[src/rtl/regfile_access_ctrl.sv]
// Register-file initiator: serialises operand fetch and write-back,
// tracks pending destinations and stalls reads on RAW/WAW hazards.
module regfile_access_ctrl #(
   parameter int DATA_W = 16,
   parameter int ADDR_W = 4,
   parameter int NREGS  = 16
) (
   input  logic              clk,
   input  logic              rst,
   input  logic              rd_req,
   input  logic [ADDR_W-1:0] rd_rs,
   input  logic [ADDR_W-1:0] rd_rt,
   input  logic [ADDR_W-1:0] rd_dst,
   input  logic              rd_dst_en,
   output logic              rd_rdy,
   output logic              rd_ack,
   output logic [DATA_W-1:0] OpA,
   output logic [DATA_W-1:0] OpB,
   input  logic              wb_req,
   input  logic [ADDR_W-1:0] wb_reg,
   input  logic [DATA_W-1:0] wb_data,
   output logic              wb_rdy,
   output logic              wb_ack,
   output logic [NREGS-1:0]  busy,
   output logic              stall,
   output logic [ADDR_W-1:0] ReadReg1,
   output logic [ADDR_W-1:0] ReadReg2,
   output logic [ADDR_W-1:0] WriteReg,
   output logic [DATA_W-1:0] WriteData,
   output logic              RegWrite,
   input  logic [DATA_W-1:0] A,
   input  logic [DATA_W-1:0] B
);

   typedef enum logic [1:0] {
      IDLE,
      CHECK,
      WRITE
   } state_t;

   state_t            state_q, state_d;
   logic [ADDR_W-1:0] rs_q, rs_d;
   logic [ADDR_W-1:0] rt_q, rt_d;
   logic [ADDR_W-1:0] dst_q, dst_d;
   logic              dst_en_q, dst_en_d;
   logic              pend_q, pend_d;
   logic [ADDR_W-1:0] wreg_q, wreg_d;
   logic [DATA_W-1:0] wdata_q, wdata_d;
   logic [NREGS-1:0]  busy_q, busy_d;
   logic [DATA_W-1:0] opa_q, opa_d;
   logic [DATA_W-1:0] opb_q, opb_d;
   logic              rd_ack_q, rd_ack_d;
   logic              wb_ack_q, wb_ack_d;
   logic              regwr_q, regwr_d;
   logic              hazard;

   // Hazard on the latched read: a source or the claimed destination is pending
   always_comb begin
      hazard = busy_q[rs_q] | busy_q[rt_q] | (dst_en_q & busy_q[dst_q]);
   end

   // Next-state and registered-output computation
   always_comb begin
      state_d  = state_q;
      rs_d     = rs_q;
      rt_d     = rt_q;
      dst_d    = dst_q;
      dst_en_d = dst_en_q;
      pend_d   = pend_q;
      wreg_d   = wreg_q;
      wdata_d  = wdata_q;
      busy_d   = busy_q;
      opa_d    = opa_q;
      opb_d    = opb_q;
      rd_ack_d = 1'b0;
      wb_ack_d = 1'b0;
      regwr_d  = 1'b0;
      unique case (state_q)
         IDLE: begin
            if (wb_req) begin
               wreg_d  = wb_reg;
               wdata_d = wb_data;
               regwr_d = 1'b1;
               state_d = WRITE;
            end else if (rd_req) begin
               rs_d     = rd_rs;
               rt_d     = rd_rt;
               dst_d    = rd_dst;
               dst_en_d = rd_dst_en;
               pend_d   = 1'b1;
               state_d  = CHECK;
            end
         end
         CHECK: begin
            if (wb_req) begin
               wreg_d  = wb_reg;
               wdata_d = wb_data;
               regwr_d = 1'b1;
               state_d = WRITE;
            end else if (!hazard) begin
               opa_d    = A;
               opb_d    = B;
               if (dst_en_q) begin
                  busy_d[dst_q] = 1'b1;
               end
               rd_ack_d = 1'b1;
               pend_d   = 1'b0;
               state_d  = IDLE;
            end
         end
         WRITE: begin
            busy_d[wreg_q] = 1'b0;
            wb_ack_d       = 1'b1;
            state_d        = pend_q ? CHECK : IDLE;
         end
         default: begin
            state_d = IDLE;
         end
      endcase
   end

   // State and output registers with synchronous reset
   always_ff @(posedge clk) begin
      if (rst) begin
         state_q  <= IDLE;
         rs_q     <= '0;
         rt_q     <= '0;
         dst_q    <= '0;
         dst_en_q <= 1'b0;
         pend_q   <= 1'b0;
         wreg_q   <= '0;
         wdata_q  <= '0;
         busy_q   <= '0;
         opa_q    <= '0;
         opb_q    <= '0;
         rd_ack_q <= 1'b0;
         wb_ack_q <= 1'b0;
         regwr_q  <= 1'b0;
      end else begin
         state_q  <= state_d;
         rs_q     <= rs_d;
         rt_q     <= rt_d;
         dst_q    <= dst_d;
         dst_en_q <= dst_en_d;
         pend_q   <= pend_d;
         wreg_q   <= wreg_d;
         wdata_q  <= wdata_d;
         busy_q   <= busy_d;
         opa_q    <= opa_d;
         opb_q    <= opb_d;
         rd_ack_q <= rd_ack_d;
         wb_ack_q <= wb_ack_d;
         regwr_q  <= regwr_d;
      end
   end

   assign rd_rdy    = (state_q == IDLE) & ~wb_req;
   assign wb_rdy    = (state_q == IDLE) | (state_q == CHECK);
   assign stall     = (state_q == CHECK) & hazard;
   assign rd_ack    = rd_ack_q;
   assign wb_ack    = wb_ack_q;
   assign OpA       = opa_q;
   assign OpB       = opb_q;
   assign busy      = busy_q;
   assign ReadReg1  = rs_q;
   assign ReadReg2  = rt_q;
   assign WriteReg  = wreg_q;
   assign WriteData = wdata_q;
   assign RegWrite  = regwr_q;

endmodule

[config.mk]
export PLATFORM = sky130hd
export DESIGN_NAME = regfile_access_ctrl
export DESIGN_NICKNAME = d
export VERILOG_FILES = /design/src/rtl/regfile_access_ctrl.sv
export SDC_FILE = /design/constraint.sdc
export NUM_CORES = 1
export LEC_CHECK = 0
export ABC_AREA = 1
export CORE_MARGIN = 4
export CORE_UTILIZATION = 63
export DETAILED_ROUTE_END_ITERATION = 8
export DONT_BUFFER_PORTS = 1
export HOLD_SLACK_MARGIN = 0.08
export PLACE_DENSITY_LB_ADDON = 0.1
export SLEW_MARGIN = 20
export SYNTH_ARGS = -nofsm -noshare
export SYNTH_HDL_FRONTEND = slang
export SYNTH_SLANG_ARGS = --single-unit
[constraint.sdc]
create_clock -name clk -period 2 [get_ports clk]
set_input_delay 0.5 -clock clk [delete_from_list [all_inputs] [get_ports clk]]
set_output_delay 0.5 -clock clk [all_outputs]
set_load 0.02 [all_outputs]
After elaboration in Yosys (flattened, before gate mapping)
Index checks and enable logic that the tools add are counted.

storage, ports and cells
  bits of input ports = 69
  output and inout port bits = 82
  word-level logic and storage cells = 84
  flip-flop bits (word level) = 87

cells by class
  equality and inequality tests = 9
  bitwise logic cells = 13
  muxes and demuxes = 28
  reductions and logical operators = 14
  order comparisons = 6

operator list
  operator            number
  $mux 16             3
  $pmux 16 s2         1
  $lt 4x5->1 const B  4
  $and 16x16->16      1
  $not 16->16         1
  $or 16x16->16       1
  $mux 1              13
  $bmux 1 s4          3
  $ne 2x2->1 const B  5
  $demux 1 s4         2
  $ge 4x1->1 const B  2
  $mux 2              4
  $ne 3x3->1 const B  2
  $pmux 2 s3          1
  $reduce_and 3->1    2
  $reduce_and 5->1    1
  $not 1->1           4
  $reduce_and 2->1    2
  $reduce_and 4->1    1
  $reduce_bool 2->1   2
  $reduce_or 2->1     2
  $and 1x1->1         3
  $or 1x1->1          3
  $reduce_or 3->1     1
  other kinds (5)     6

Longest topological paths before layout
  depth after elaboration = 9
  mapped depth = 15

Worst setup path after synthesis
OpenSTA, ideal clock, no wires.

  path type = register to output
  start = register rt_q[0] (netlist: ReadReg2[0])
  end = output port stall
  path slack = -0.092 ns
  required time = 1.500 ns
  data arrival time = 1.592 ns
  path buffers = 2
  stages on the path, launching flop included = 13
  path through = dfxtp_1 -> buf_4 -> clkinv_2 -> nand2_1 -> nand3_1 -> nand3_1 -> nand3_1 -> nand2_1 -> nor2_2 -> nand2_4 -> nand2_4 -> buf_4 -> inv_1

between the ends
  longest elaborated chain between the ends = 5

ends and longest elaborated chain
  what                          RTL line  text
  from (decl)                   43        logic [ADDR_W-1:0] rt_q, rt_d;
  from (signal assigned)        142       rt_q <= rt_d;
  $bmux 1 s4                    59        hazard = busy_q[rs_q] | busy_q[rt_q] | (dst_en_q & busy_q[dst_q]);
  $mux 1 (implied by the code)  59
  $or 1x1->1 (2 in a row)       59
  $and 1x1->1                   159       assign stall = (state_q == CHECK) & hazard;
  to (decl)                     25        output logic stall,

Every way passes these cells. The select of a mux whose other input is x is not followed.

Worst setup path after layout
  start = register busy_q[15] (netlist: busy[15])
  end = output port stall

between the ends
  longest elaborated chain between the ends = 5
  elaborated cells between the ends (all ways) = 10
  those cells by class = 6 x mux; 4 x bitwise

ends and longest elaborated chain
  what                                              RTL line  text
  from (decl)                                       49        logic [NREGS-1:0] busy_q, busy_d;
  from (signal assigned)                            148       busy_q <= busy_d;
  $bmux 1 s4                                        59
  $mux 1 (implied by the code)                      59
  $or 1x1->1 / $and 1x1->1 (equally long branches)  59
  $or 1x1->1 (*)                                    59
  $and 1x1->1 (*)                                   159

Every way passes the cells marked *; elsewhere a longest branch is shown, timed or not. The select of a mux whose other input is x is not followed.

==> tab_implementation.tex <==
\begin{tabular}{lr}
\hline
Metric & Value \\
\hline
\multicolumn{2}{l}{\textbf{Placed design}} \\
Count of buffers from port buffering & 0 \\
Half-perimeter wire length after placement & 8040 um \\
Pre-CTS setup slack & 0.0446 ns \\
Global placement routability congestion & 0.952 \\
\multicolumn{2}{l}{\textbf{Layout}} \\
Proportion of layout cells with a drive suffix above 1 & 0.180 \\
Antenna diode count & 0 \\
Synth-to-layout area growth & 15.2\% \\
Final nets & 643 \\
\multicolumn{2}{l}{\textbf{Timing}} \\
Max\_slew headroom & 0.692 \\
Setup repair after global routing missed its margin & true \\
Final-report setup violation count & 21 \\
Min Clock Period, post-route & 2.15 ns \\
Final worst hold slack & 0.212 ns \\
Final Max Slew Viols & 0 \\
Clock Skews & 0.00602 ns \\
Maximum frequency from static timing analysis & 466 MHz \\
Portion of the clock cycle consumed by the worst path in the final layout & 1.07 \\
Number of hold-slack violations in the final timing report & 0 \\
Worst setup slack after layout & -0.147 ns \\
Transition time at the pin with the least slew margin & 0.461 ns \\
\multicolumn{2}{l}{\textbf{Logic synthesis}} \\
Warnings from Yosys & 0 \\
Synthesized cell area & 0.00398 mm\^{}2 \\
Yosys cell types & 30 \\
Cells after Synth & 545 \\
Cell type with the largest total area after synthesis & dfxtp\_1 \\
Post-synthesis sequential area ratio & 0.438 \\
Syn nets & 614 \\
Number of flops mapped to enable cells by yosys & 0 \\
Most instantiated flip-flop cell in the synthesis netlist & dfxtp\_1 \\
Async set-or-reset flop fraction in the synthesized netlist & 0 \\
Mean instance size in the synthesized netlist & 7.30 um\^{}2 \\
Number of register bits inferred by synthesis & 87 \\
Portion of synthesized cell area occupied by the leading cell type & 0.438 \\
Cell types with the largest area share after synthesis & dfxtp\_1 (44\%), a21oi\_1 (10\%), nand2\_1 (9.7\%) \\
\multicolumn{2}{l}{\textbf{Clocking}} \\
Max clock buf depth & 2 \\
Sinks on Clock Net & 87 \\
CTS buffer count & 9 \\
Latest clock arrival within the worst-skew pair & 0.35 ns \\
Clock-pin slew on the worst setup and hold paths & 0.08 ns \\
CTS H-tree lvls & 3 \\
CTS tree & built \\
Root Buffer & clkbuf\_8 \\
Post-cts hold buffer count & 0 \\
\multicolumn{2}{l}{\textbf{Floorplanning}} \\
FP Rows & 28 \\
Effective utilization at floorplan & 0.660 \\
DIE HEIGHT & 87.4 um \\
Floorplan die area & 0.00765 mm\^{}2 \\
Die boundary width & 87.4 um \\
Core area & 0.00603 mm\^{}2 \\
Top-Level Pins & 151 \\
\multicolumn{2}{l}{\textbf{Power and ir drop}} \\
Power per unit of standard cell area & 868 mW/mm\^{}2 \\
Worst supply voltage drop on vdd & 0.707 mV \\
Post-layout power & 3.98 mW \\
Leakage Power & 1.89 nW \\
\multicolumn{2}{l}{\textbf{Setup path}} \\
Top fanout value on the critical path & 4 \\
Worst Path Required & 1.50 ns \\
Setup Crit Path Kind & flop to primary output \\
Critical path data arrival time & 1.65 ns \\
CP Capture Type & primary output \\
Kind of start point of the critical path & flop \\
\multicolumn{2}{l}{\textbf{Routing}} \\
Post-detailed-routing wire length & 11400 um \\
Remaining DRCs & 0 \\
ANT nets after route & 0 \\
Pre-antenna DRT Iters & 6 \\
Starting DRT DRC Count & 523 \\
Wirelength per Cell & 17.5 um \\
Detailed-route vias per instance & 5.97 \\
Total via count in the routed design & 3904 \\
\multicolumn{2}{l}{\textbf{GRT}} \\
First-pass GRT wire length & 17300 um \\
Global Route Usage Sum & 0.287 \\
Maximum number of pins on one net before global-route repair & 40 \\
Global route overflow & 0 \\
Vias in the first global route & 3471 \\
Initial antenna violation count & 0 \\
\multicolumn{2}{l}{\textbf{Run status}} \\
Outcome & finished, violations left \\
Violated checks & negative setup slack \\
\multicolumn{2}{l}{\textbf{Job}} \\
Number of max-cap violations & 0 \\
\multicolumn{2}{l}{\textbf{Min path}} \\
Worst Hold Class & input port to flop \\
\hline
\end{tabular}
-- per-stage QoR --
step	TNS, ns	area (um^2)	util	instances
global placement	0	4150	0.689	628
finish	-0.770	4580	0.760	654
CTS	-0.136	4440	0.737	646
detailed placement	0	4150	0.689	628
floorplan	0	3980	-	545
global route	-5.76	4580	0.760	654
-- registers in the layout (all words and copies together), names as in the netlist --
| signal | count |
|---|---|
| dst_q | 4 |
| state_q | 2 |
| busy | 16 |
| dst_en_q | 1 |
| pend_q | 1 |
| rd_ack | 1 |
| OpA | 16 |
| RegWrite | 1 |
| OpB | 16 |
| WriteData | 16 |
| ReadReg2 | 4 |
| wb_ack | 1 |
| ReadReg1 | 4 |
| WriteReg | 4 |
-- synthesized netlist by cell type, types with 2 or more instances --
library cell and count:
buf_4 4, nand4_1 16, dfxtp_1 87, inv_2 2, o21ai_0 50, buf_6 8, buf_2 2, o21ai_1 5
nand2_4 3, nand3_1 56, nor2_1 53, inv_1 40, clkbuf_1 13, a21oi_1 83, nand2_1 103, nand3_2 6
-- critical path: stages (launching register included) --
cell and delay, ns:
dfxtp_1 0.35, inv_1 0.18, nand2_1 0.09, nand3_1 0.09, nand3_1 0.07, nand3_1 0.09
nand2_1 0.09, nor2_4 0.15, nand2_4 0.08, nand2_8 0.08, inv_6 0.04
-- cell type report --
type	instances	area (um^2)
Tap cell	75	93.8
Fill cell	455	1440
Inverter	43	171
Clock inverter	4	77.6
Timing Repair Buffer	49	420
Clock buffer	12	155
Multi-Input combinational cell	384	1910
Sequential cell	87	1760
-- placed cells by master, fill, tap and decap left out, types with 3 or more instances in the layout --
master,Yosys,routed
inv_2,2,7
nand2_8,0,3
o21ai_0,50,48
nand3_2,6,6
buf_12,1,3
a21oi_1,83,83
nand2_4,3,3
nand2_1,103,99
o21ai_2,1,6
nand4_1,16,16
inv_1,40,33
dfxtp_1,87,82
nand3_1,56,56
buf_4,4,43
dfxtp_4,0,3
clkbuf_8,0,11
nor2_1,53,53
-- kinds of logic after synthesis --
family,Yosys count,share of synthesized area
AO/OA/AOI/OAI,142,0.182
buffers and inverters,75,0.103
flip-flops,87,0.438
AND/OR/NAND/NOR,241,0.278
-- per-layer routing --
metal,global-route usage,vias to the layer above,share of wire
li1,-,1876,-
met3,0.0814,30,0.10
met1,0.382,1771,0.39
met5,0,-,0
met4,0.124,0,0.026
met2,0.435,227,0.48
-- worst paths after layout --
kind | start | to | slack (ns) | depth (start not counted)
setup / recovery | busy[15] | stall | -0.15 | 10
hold / removal | rst | OpA[13] | 0.21 | 1
setup reg to reg | busy[15] | OpA[11] | -0.05 | 14
hold reg to reg | pend_q | pend_q | 0.46 | 2
-- repair_timing --
| action | in CTS | in global routing |
|---|---|---|
| pin swaps | 3 | 7 |
| resized for setup | 13 | 26 |
| setup buffers | 2 | 6 |
| endpoints found under the setup margin | 1 | 44 |
| cloned | 0 | 2 |
-- power breakdown --
part / switching, mW / internal, mW / leakage, nW
sequential: 0.145 / 1.81 / 0.712
combinational: 0.392 / 0.238 / 1.07
clock: 0.611 / 0.777 / 0.117
total: 1.15 / 2.83 / 1.89
Power figures use the tool's default switching activity.
==> edit: new RTL, config.mk and constraints unchanged <==
The parameter `ADDR_W` goes from 4 to 3.
--- a/src/rtl/regfile_access_ctrl.sv
+++ b/src/rtl/regfile_access_ctrl.sv
@@ -2,7 +2,7 @@
 // tracks pending destinations and stalls reads on RAW/WAW hazards.
 module regfile_access_ctrl #(
    parameter int DATA_W = 16,
-   parameter int ADDR_W = 4,
+   parameter int ADDR_W = 3,
    parameter int NREGS  = 16
 ) (
    input  logic              clk,
Ports: changed (7 resized); port bits go from 151 to 144. The function was not compared with the original's and may differ.
==> edit against the unedited design <==
Power decreased by 21%. Largest cell class is now flip-flops and latches. Largest power group unchanged. Sequential cell count fell by 12. Non-clock buffer count is 23 lower. Design area decreased by 23%. Worst setup slack gained 160 ps. Routed wire length down 29%. Combinational power decreased by 38%. Highest routed layer unchanged. Clock skew is 3.9 ps lower. Synthesized area is 20% lower. Die area decreased by 18%.
==> edit: results (changes against the unedited design) <==
Run status
  • Run status: complete, no violations

Synth
  • Synth top area cells: dfxtp_1 47%, nor2_1 11%, o21ai_0 7.5%
  • Syn Area/Cell: 7.35 um2 (+0.68%)
  • FFs w/ async S/R, synth: 0% (unchanged)
  • Seq/Total Area, Yosys: 47.1% (+3.3 points)
  • Synth unique cells: 28 (-6.7%)
  • Most frequent cells after synthesis: 95 x nor2_1, 75 x dfxtp_1, 56 x nand2_1
  • Synth warn: 0 (unchanged)

Critical path
  • Worst Path Arrival: 1490 ps (-160 ps)
  • Worst reg2reg setup slack: 220 ps (+270 ps)
  • Worst-path maximum fanout: 8 (+4)

Placement
  • IO Port Bufs: 0 (unchanged)
  • Placer Congestion: 0.938 (-1.4%)
  • Dpl hpwl: 5600 um (-30%)
  • Placed Cells: 499 (-21%)

Route
  • Post-Route WL: 8070 um (-29%)
  • Drt wl/cell: 15.5 um (-11%)
  • Drt pass-1 iters: 5 (-1)
  • Via density: 5.57 (-6.6%)
  • Iter 0 DRT Violations: 251 (-52%)

Timing
  • Clock skew: 2.17 ps (-3.85 ps)
  • Hold_ws: 222 ps (+10.0 ps)
  • Worst-margin pin slew: 588 ps (+127 ps)

Finish
  • Share of cells above drive strength 1: 19.8% (+1.9 points)
  • # diodes: 0 (unchanged)
  • Layout fillers: 407 (-11%)
  • Net count, final: 515 (-20%)
  • Area occupied by multi-input gates: 1400 um2 (-26%)

Global routing
  • Initial antenna violation count: 0 (unchanged)
  • All-Layer GR Usage: 25.8% (-2.9 points)
  • Vias in the first global route: 2752 (-21%)
  • First-pass GRT wire length: 12700 um (-26%)
  • Largest net degree at the start of global routing: 43 (+7.5%)

Power
  • Peak VDD IR: 597 uV (-16%)
  • Leakage: 1.53 nW (-19%)
  • Switch share: 30.1% (+1.2 points)

Clock tree
  • Clk_lat worst skew: 340 ps
  • Num CTS Buffers: 9 (unchanged)
  • Clk buf depth: 2 (unchanged)
  • Clk root buf: clkbuf_8
  • H-tree levels: 3 (unchanged)
  • Worst-path clk slew: around 70 ps

Flow run
  • Max-cap violations: 0 (unchanged)

Worst hold path
  • HP Class: in2reg
[edit: cell count changes after synthesis, sizes merged, moves of 8 or more]
cell   before  now
a21oi      83   25
nor2       56  109
nand4      16    0
nand2     106   58
o21ai      56   69
nor3        0    8
nand3      62   24
dfxtp      87   75
inv        42   29
[edit: what timing repair did]
action	4_1_cts	5_1_grt
setup buffers	2	4
resized for setup	16	16
gates cloned	0	1
endpoints found under the setup margin	1	1
pin swaps	1	7
[edit: kinds of logic (layout without fill, tap and decap cells)]
kind of cell,Yosys count,after routing,synth area share [%]
buffers and inverters,59,72,10.1
AND/OR/NAND/NOR,202,202,27.0
flip-flops,75,75,47.1
other,1,8,0.118
AO/OA/AOI/OAI,97,97,15.7
[edit: cell type report]
type / instances / share of cell area (%)
Timing Repair Buffer: 26 / 6.22
Tap cell: 67 / 2.37
Sequential cell: 75 / 43.3
Clock buffer: 13 / 4.21
Multi-Input combinational cell: 307 / 39.7
Clock inverter: 2 / 0.354
Timing Repair inverter: 1 / 0.177
Inverter: 30 / 3.68
[edit: critical path: stages, from the launching register on]
cell and delay, ps:
dfxtp_4 450, nand2_2 80, nand2_1 70, nand2_1 60, nand2_1 90, nand2_1 50, nand2_1 60, nand2_1 60
nand2_2 80, nand2_2 70, inv_4 90
[edit: layer usage]
layer	global-route usage, %	vias up	wire length, um
li1	-	1416	-
met1	30.1	1293	3090
met2	41.7	172	3910
met3	8.84	23	861
met4	13.6	0	213
met5	0	-	0
[edit: worst paths after layout]
path,start,endpoint,cells after the start
setup / recovery,dst_q[0],stall,10
hold / removal,rst,wb_ack,1
setup reg to reg,dst_q[0],OpA[0],14
hold reg to reg,pend_q,pend_q,2
[edit: metrics by stage]
step	cell area, um2	setup slack, ps
2_1_floorplan	3210	96.1
5_1_grt	3540	-87.1
6_report	3540	12.8
4_1_cts	3480	4.65
3_5_place_dp	3280	108
3_3_place_gp	3280	168
[edit: power groups by stage]
stage / registers, mW / clock network [mW] / logic (mW)
after floorplan: 1.78 / 0 / 0.302
after global placement: 1.79 / 0 / 0.351
after detailed placement: 1.79 / 0 / 0.364
after CTS: 1.76 / 1.01 / 0.372
after global routing: 1.77 / 1.07 / 0.443
final: 1.76 / 0.999 / 0.390
